===== src/rtl/uart_text_writer.sv =====
// Turns a received UART byte stream into writes on a COLS x ROWS text RAM,
// handling printable bytes, CR, LF, BS and FF plus line and screen clears.
//
// Ports:
//   clk, reset_n          clock; asynchronous active-low reset
//   i_wr, i_data          received byte strobe and byte
//   o_busy                high while a line or screen clear is running
//   o_drop                one-cycle pulse for a byte that arrived while busy
//   o_ram_we/addr/din     text RAM write port, addr = {row, col}
//   o_cur_row, o_cur_col  current cursor position
module uart_text_writer #(
    parameter int COLS   = 32,
    parameter int ROWS   = 8,
    parameter int ADDR_W = 8
) (
    input  logic                    clk,
    input  logic                    reset_n,
    input  logic                    i_wr,
    input  logic [7:0]              i_data,
    output logic                    o_busy,
    output logic                    o_drop,
    output logic                    o_ram_we,
    output logic [ADDR_W-1:0]       o_ram_addr,
    output logic [7:0]              o_ram_din,
    output logic [$clog2(ROWS)-1:0] o_cur_row,
    output logic [$clog2(COLS)-1:0] o_cur_col
);

    localparam int CW = $clog2(COLS);
    localparam int RW = $clog2(ROWS);
    localparam logic [CW-1:0] COL_MAX = CW'(COLS - 1);
    localparam logic [7:0] SPACE = 8'h20;

    typedef enum logic [1:0] {
        CLR_ALL,
        IDLE,
        CLR_LINE
    } state_t;

    state_t            state;
    logic [ADDR_W-1:0] cnt;
    logic [RW-1:0]     row;
    logic [CW-1:0]     col;

    logic is_print;
    logic is_cr;
    logic is_lf;
    logic is_bs;
    logic is_ff;

    always_comb begin
        is_print = (i_data >= 8'h20) && (i_data <= 8'h7E);
        is_cr    = (i_data == 8'h0D);
        is_lf    = (i_data == 8'h0A);
        is_bs    = (i_data == 8'h08);
        is_ff    = (i_data == 8'h0C);
    end

    assign o_cur_row = row;
    assign o_cur_col = col;

    always_ff @(posedge clk or negedge reset_n) begin
        if (!reset_n) begin
            state      <= CLR_ALL;
            cnt        <= '0;
            row        <= '0;
            col        <= '0;
            o_busy     <= 1'b1;
            o_drop     <= 1'b0;
            o_ram_we   <= 1'b0;
            o_ram_addr <= '0;
            o_ram_din  <= SPACE;
        end else begin
            o_ram_we <= 1'b0;
            o_drop   <= 1'b0;
            case (state)
                CLR_ALL: begin
                    o_drop     <= i_wr;
                    o_ram_we   <= 1'b1;
                    o_ram_addr <= cnt;
                    o_ram_din  <= SPACE;
                    // counter wraps back to 0 on the last address
                    cnt        <= cnt + 1'b1;
                    if (cnt == '1) begin
                        state  <= IDLE;
                        o_busy <= 1'b0;
                    end
                end
                CLR_LINE: begin
                    o_drop     <= i_wr;
                    o_ram_we   <= 1'b1;
                    o_ram_addr <= ADDR_W'({row, cnt[CW-1:0]});
                    o_ram_din  <= SPACE;
                    if (cnt[CW-1:0] == COL_MAX) begin
                        cnt    <= '0;
                        state  <= IDLE;
                        o_busy <= 1'b0;
                    end else begin
                        cnt <= cnt + 1'b1;
                    end
                end
                IDLE: begin
                    if (i_wr) begin
                        unique case (1'b1)
                            is_print: begin
                                o_ram_we   <= 1'b1;
                                o_ram_addr <= ADDR_W'({row, col});
                                o_ram_din  <= i_data;
                                if (col == COL_MAX) begin
                                    // wrap: implicit newline
                                    col    <= '0;
                                    row    <= row + 1'b1;
                                    cnt    <= '0;
                                    state  <= CLR_LINE;
                                    o_busy <= 1'b1;
                                end else begin
                                    col <= col + 1'b1;
                                end
                            end
                            is_cr: begin
                                col <= '0;
                            end
                            is_lf: begin
                                row    <= row + 1'b1;
                                cnt    <= '0;
                                state  <= CLR_LINE;
                                o_busy <= 1'b1;
                            end
                            is_bs: begin
                                if (col != '0) begin
                                    col        <= col - 1'b1;
                                    o_ram_we   <= 1'b1;
                                    o_ram_addr <= ADDR_W'({row, col - 1'b1});
                                    o_ram_din  <= SPACE;
                                end
                            end
                            is_ff: begin
                                row    <= '0;
                                col    <= '0;
                                cnt    <= '0;
                                state  <= CLR_ALL;
                                o_busy <= 1'b1;
                            end
                            default: begin
                            end
                        endcase
                    end
                end
                default: begin
                    state  <= CLR_ALL;
                    cnt    <= '0;
                    o_busy <= 1'b1;
                end
            endcase
        end
    end

endmodule


===== config.mk =====
export PLATFORM = sky130hd
export DESIGN_NAME = uart_text_writer
export DESIGN_NICKNAME = d
export VERILOG_FILES = /design/src/rtl/uart_text_writer.sv
export SDC_FILE = /design/constraint.sdc
export NUM_CORES = 1
export LEC_CHECK = 0
export CAP_MARGIN = 20
export CORE_MARGIN = 4
export CORE_UTILIZATION = 48
export CTS_CLUSTER_DIAMETER = 30
export DETAILED_ROUTE_END_ITERATION = 7
export GPL_TIMING_DRIVEN = 0
export PLACE_DENSITY = 0.83
export SETUP_SLACK_MARGIN = 0.4
export SYNTH_ARGS = -nofsm -noshare
export SYNTH_HDL_FRONTEND = slang
export SYNTH_SLANG_ARGS = --single-unit
export TNS_END_PERCENT = 20

===== constraint.sdc =====
create_clock -name clk -period 2 [get_ports clk]
set_input_delay 0.4 -clock clk [delete_from_list [all_inputs] [get_ports clk]]
set_output_delay 0.4 -clock clk [all_outputs]
set_load 0.05 [all_outputs]

Yosys cells after proc, flatten, opt, wreduce, memory -nomap -nowiden
Cells that the tools add are included.

Latch bits: 0. Bits in writable memories: 0. Register bits: 37. Memories: 0. Memory bits (read-only): 0.

Multiply operators: 0. Mux-type cells: 35. Bitwise operators: 0. Add/subtract/negate cells: 4. Equal/unequal tests: 19. Div/mod/pow operators: 0. Order comparisons: 2. Shift-type cells: 0. Reductions and logical operators: 17.

Operators with widths (number): one-hot mux 8 bit (2 select lines) (4); 2-to-1 mux 8 bit (7); one-hot mux 8 bit (3 select lines) (2); == test 8 x 4 -> 1 bit (second input constant) (4); AND reduction 4 bit (4); one-hot mux 5 bit (3 select lines) (1); inequality test 3 bit (second input constant) (4); one-hot mux 2 bit (3 select lines) (2); == test 5 bit (second input constant) (2); 2-to-1 mux 5 bit (2); AND reduction 5 bit (2); one-hot mux 3 bit (3 select lines) (1); nonzero test 3 bit (3); adder 8 x 1 -> 8 bit (second input constant) (1); == test 8 bit (second input constant) (1); greater-or-equal comparator 8 x 6 -> 1 bit (second input constant) (1); <= comparator 8 x 7 -> 1 bit (second input constant) (1); 2-to-1 mux 2 bit (4); 2-to-1 mux 1 bit (7); inequality test 2 bit (second input constant) (3); one-hot mux 1 bit (2 select lines) (3); OR reduction 2 bit (3); adder 5 x 1 -> 5 bit (second input constant) (1); nonzero test 5 bit (1); other kinds (12) (13).

Longest topological paths before layout
Depth in word-level cells: 5. Gate-level depth with buffers: 9.

Worst setup path after synthesis
Ideal clock, no wire load.

Path kind: register to register. Start: register col[0] (netlist: o_cur_col[0]). End: register o_ram_din[0]. Path buffers: 1. Stages on the path, launching flop included: 9. Data required time: 1.933 ns. Arrival time: 2.458 ns. Clock period less this slack: 2.525 ns. Setup slack: -0.525 ns. Cells stage by stage: dfrtp_1 inv_1 ha_1 nor4b_1 nor3_1 o21a_1 buf_2 nor3_1 a221o_1.

Cells in the longest elaborated chain, start to end: 3.

Ends and longest elaborated chain: from (decl) (line 43) `logic [CW-1:0] col;`; from (signal assigned) (line 117) `col <= col + 1'b1;`; from (signal assigned) (line 131) `col <= col - 1'b1;`; nonzero test 5 bit (line 130) `if (col != '0) begin`; inequality test 3 bit (no source line); AND reduction 4 bit (no source line); to (signal assigned) (line 108) `o_ram_din <= i_data;`; to (decl) (line 24) `output logic [7:0] o_ram_din,`.

Every way passes these cells. A chain may end at the register's enable or synchronous reset.

Final worst setup path
Start: input port i_data[4]. End: register o_ram_din[1].

Cells in the longest elaborated chain, start to end: 5.

Ends and longest elaborated chain: from (decl) (line 19) `input logic [7:0] i_data,`; greater-or-equal comparator 8 x 6 -> 1 bit / <= comparator 8 x 7 -> 1 bit (equally long branches) (line 52) `is_print = (i_data >= 8'h20) && (i_data <= 8'h7E);`; logical AND 1 bit (line 52); one-hot mux 8 bit (2 select lines) (line 104) `unique case (1'b1)`; 2-to-1 mux 8 bit (line 103) `if (i_wr) begin`; one-hot mux 8 bit (2 select lines) (line 76) `case (state)`.

Several ways; a longest one is shown, not always the timed one. The select of a mux whose other input is x is not followed.

==> flow_metrics.tcl <==
set metrics [dict create \
    power_uw 5030 \
    drt_iter0_markers 272 \
    avgRoutedWirePerCell_um 19.3 \
    cp_num_buf_inv 5 \
    p_sw_uw 2500 \
    syn_inst 244 \
    period_needed_ns 2.14 \
    n_antenna_cell 0 \
    die_w_um 77.4 \
    cp_data_required_time_ns 2.18 \
    place.gp.congestion 0.876 \
    async_flop_share 1.00 \
    seq_power_share 0.252 \
    avgSynthCellArea_um2 9.46 \
    grt_max_degree 38 \
    power.share.combinational 0.644 \
    crit_slowest_cell "or4b_4" \
    crit_family "simple AND/OR/NAND/NOR gates" \
    synth_top_family_by_area "compound AO/OA/AOI/OAI gates" \
    synth_fa_ha_area_frac 0.0705 \
    port_buffers 34 \
    power_density_mw_per_mm2 1550 \
    grt_pass1_vias 2173 \
    drcViolationCount 0 \
    gr-usage-met3 0.0475 \
    vdd_ir_drop_max_mv 0.970 \
    place_inst 330 \
    cp_data_arrival_time_ns 2.31 \
    syn_area_mm2 0.00231 \
    synth_nets 268 \
    regArea_um2 933 \
    path_common_cell "buf_6" \
    fmax_mhz 468 \
    cts_sinks 37 \
    max-slew-margin-rel 0.446 \
    synth.yosys.seq_area_share 0.402 \
    leakage_uw 0.00143 \
    post_synth_and_or_nand_nor_area_fraction 0.201 \
    path_class "input pin to flip-flop" \
    ctsHoldBuffers 0 \
    slew_viol_final 0 \
    yosysWarnings 0 \
    dp_hpwl_um 3960 \
    synth_edf_count 0 \
    grt.busiest_layer "met2" \
    area_growth_pct 41.1 \
    grtUsageTotal 0.222 \
    final_antenna_net_count 0 \
    fill_cells 296 \
    die-height_um 77.4 \
    initial_core_util 0.513 \
    synthMuxAreaShare 0.0531 \
    end_kind "flip-flop" \
    cp_max_fo 7 \
    power_frac_clock 0.104 \
    cpPeakStageDelay_ns 0.55 \
    root_buffer "clkbuf_8" \
    num_rows 24 \
    rsz0062_at_grt "yes" \
    hp-class "input pin to async pin" \
    grtUsageMet1 0.290 \
    fin_nets 328 \
    antenna_found_initial 0 \
    via_per_inst 6.52 \
    io_pins 38 \
    synth_compound_area_frac 0.219 \
    overflow 0 \
    violations "negative setup slack" \
    setup_slack_ns -0.135 \
    switching_share 0.496 \
    dr_total_vias 2329 \
    start_kind "input pin" \
    post-route-util 0.723 \
    crit_cells 10 \
    skew_ns 0.00941 \
    worstPathCellList "buf_8 -> or4b_4 -> buf_6 -> buf_6 -> nor3_4 -> o21a_1 -> buf_6 -> nor3_4 -> buf_6 -> a221o_1" \
    numCtsBuffers 5 \
    fin_setup_tns_ns -1.67 \
    drive_gt1_frac 0.384 \
    worst_slew_pin_slew_ns 0.830 \
    htree_levels 2 \
    min_period_over_period 1.07 \
    dieArea_mm2 0.00598 \
    finalHoldViolCount 0 \
    setup_violations 20 \
    synth-xor-area-share 0.0114 \
    maxCapViolCount 0 \
    power.internal_uw 2540 \
    clk_latency_ns 0.29 \
    status "complete, but fails checks" \
    multiInputGateArea_mm2 0.00160 \
    drt_pass1_iterations 5 \
    final_cells 357 \
    cts_tree "yes" \
    path_clk_slew_ns 0.08 \
    use_met2 0.366 \
    pre_cts_slack_ns -1.00 \
    reg2regPathDepth 8 \
    synthDistinctLibCells 53 \
    finalWirelength_um 6910 \
    core_area_mm2 0.00450 \
    grt_pass1_wl_um 10800 \
    synth_flop_cell "dfrtp_1" \
    clk_path_buf_depth 2 \
    ys_ff_latch 37 \
]
routing by layer:
layer | routed length [um] | up-vias
met1 | 2890 | 1159
met2 | 3370 | 114
met5 | 0 | -
met3 | 459 | 21
li1 | - | 1035
met4 | 183 | 0
cell usage after synthesis, types with 4 or more instances:
master     n  area share
nand2b_1   5       0.014
a21oi_1    8       0.017
o22ai_1    4       0.011
nor3_1     6       0.013
mux2_2    10       0.049
ha_1      13       0.070
a221o_1    5       0.022
nand4_1    5       0.014
dfrtp_1   35        0.38
nand3_1    5       0.011
buf_2      4      0.0087
a31oi_1    4       0.011
nor2_1    12       0.020
o21ai_0   24       0.052
inv_1     15       0.024
and3_1    12       0.033
nand2_1   21       0.034
state kept, by name, indices dropped and copies added (netlist names):
name,cells
o_ram_addr,8
o_ram_we,1
o_ram_din,8
state,2
o_cur_row,3
o_drop,1
cnt,8
o_cur_col,5
o_busy,1
worst paths after layout:
path	start	end	slack [ns]
max in group asynchronous	reset_n	o_cur_col[0]	1.22
min in group clk	i_data[4]	o_ram_din[4]	0.47
hold / removal	reset_n	o_ram_din[6]	0.20
hold reg to reg	o_ram_addr[5]	o_ram_addr[5]	0.51
setup reg to reg	o_cur_col[0]	o_ram_din[1]	-0.04
setup / recovery	i_data[4]	o_ram_din[1]	-0.14
cells by family after synthesis:
family          after synthesis
simple gates                 85
buf+inv                      23
compound gates               72
flops                        37
mux                          11
fa+ha+maj                    13
xor+xnor                      3
placed cells by master, fill, tap and decap left out, types with 3 or more instances in the layout:
| cell type | instances |
|---|---|
| dfrtp_1 | 31 |
| o21ai_0 | 19 |
| nand2_1 | 16 |
| buf_4 | 15 |
| inv_1 | 12 |
| and3_1 | 12 |
| nor2_1 | 11 |
| buf_2 | 9 |
| clkbuf_2 | 8 |
| mux2_4 | 8 |
| clkdlybuf4s15_1 | 8 |
| ha_1 | 7 |
| a21oi_1 | 6 |
| ha_4 | 6 |
| nand2_2 | 5 |
| nand4_1 | 5 |
| buf_6 | 5 |
| a221o_1 | 5 |
| clkbuf_8 | 5 |
| nand2b_1 | 4 |
| o21ai_1 | 4 |
| a31oi_1 | 4 |
| o22ai_1 | 4 |
| dlygate4sd2_1 | 4 |
| dfrtp_2 | 4 |
| buf_8 | 3 |
| nand3_1 | 3 |
| nor2b_1 | 3 |
| o2bb2ai_1 | 3 |
| o41ai_2 | 3 |
| o21ai_2 | 3 |
| nor3_1 | 3 |
| clkdlybuf4s15_2 | 3 |
cell type report:
type	count	share of cell area
Sequential cell	37	0.287
Timing Repair Buffer	53	0.137
Multi-Input combinational cell	184	0.491
Clock inverter	2	0.00307
Buffer	8	0.0227
Clock buffer	6	0.0223
Tap cell	52	0.0200
Inverter	15	0.0181
power by group through the flow:
stage	logic (uW)	clock network (uW)	registers, uW
3_5_place_dp	2580	0	1230
5_1_grt	3460	565	1300
3_3_place_gp	2540	0	1220
4_1_cts	2890	524	1240
6_report	3240	524	1270
2_1_floorplan	1240	0	1810
per-stage QoR:
| stage | hold slack (ns) | instance area (um^2) |
|---|---|---|
| 5_1_grt | 0.258 | 3260 |
| 4_1_cts | 0.225 | 3120 |
| 3_5_place_dp | 0.499 | 2720 |
| 6_report | 0.197 | 3260 |
| 2_1_floorplan | 0.104 | 2320 |
| 3_3_place_gp | 0.492 | 2720 |
repair_timing:
action                     4_1_cts  5_1_grt
gates resized for setup        131       53
gates cloned                     0        0
pin swaps                       10       11
setup endpoints to repair       63       55
buffers inserted                11        8
worst reg2reg max path, delay by kind of cell (launching register included):
| family | cells | cell delay, ns |
|---|---|---|
| compound gates | 2 | 0.55 |
| flops | 1 | 0.48 |
| fa+ha+maj | 1 | 0.13 |
| simple gates | 2 | 0.39 |
| buf+inv | 3 | 0.38 |
(Power assumes the default switching activity.)
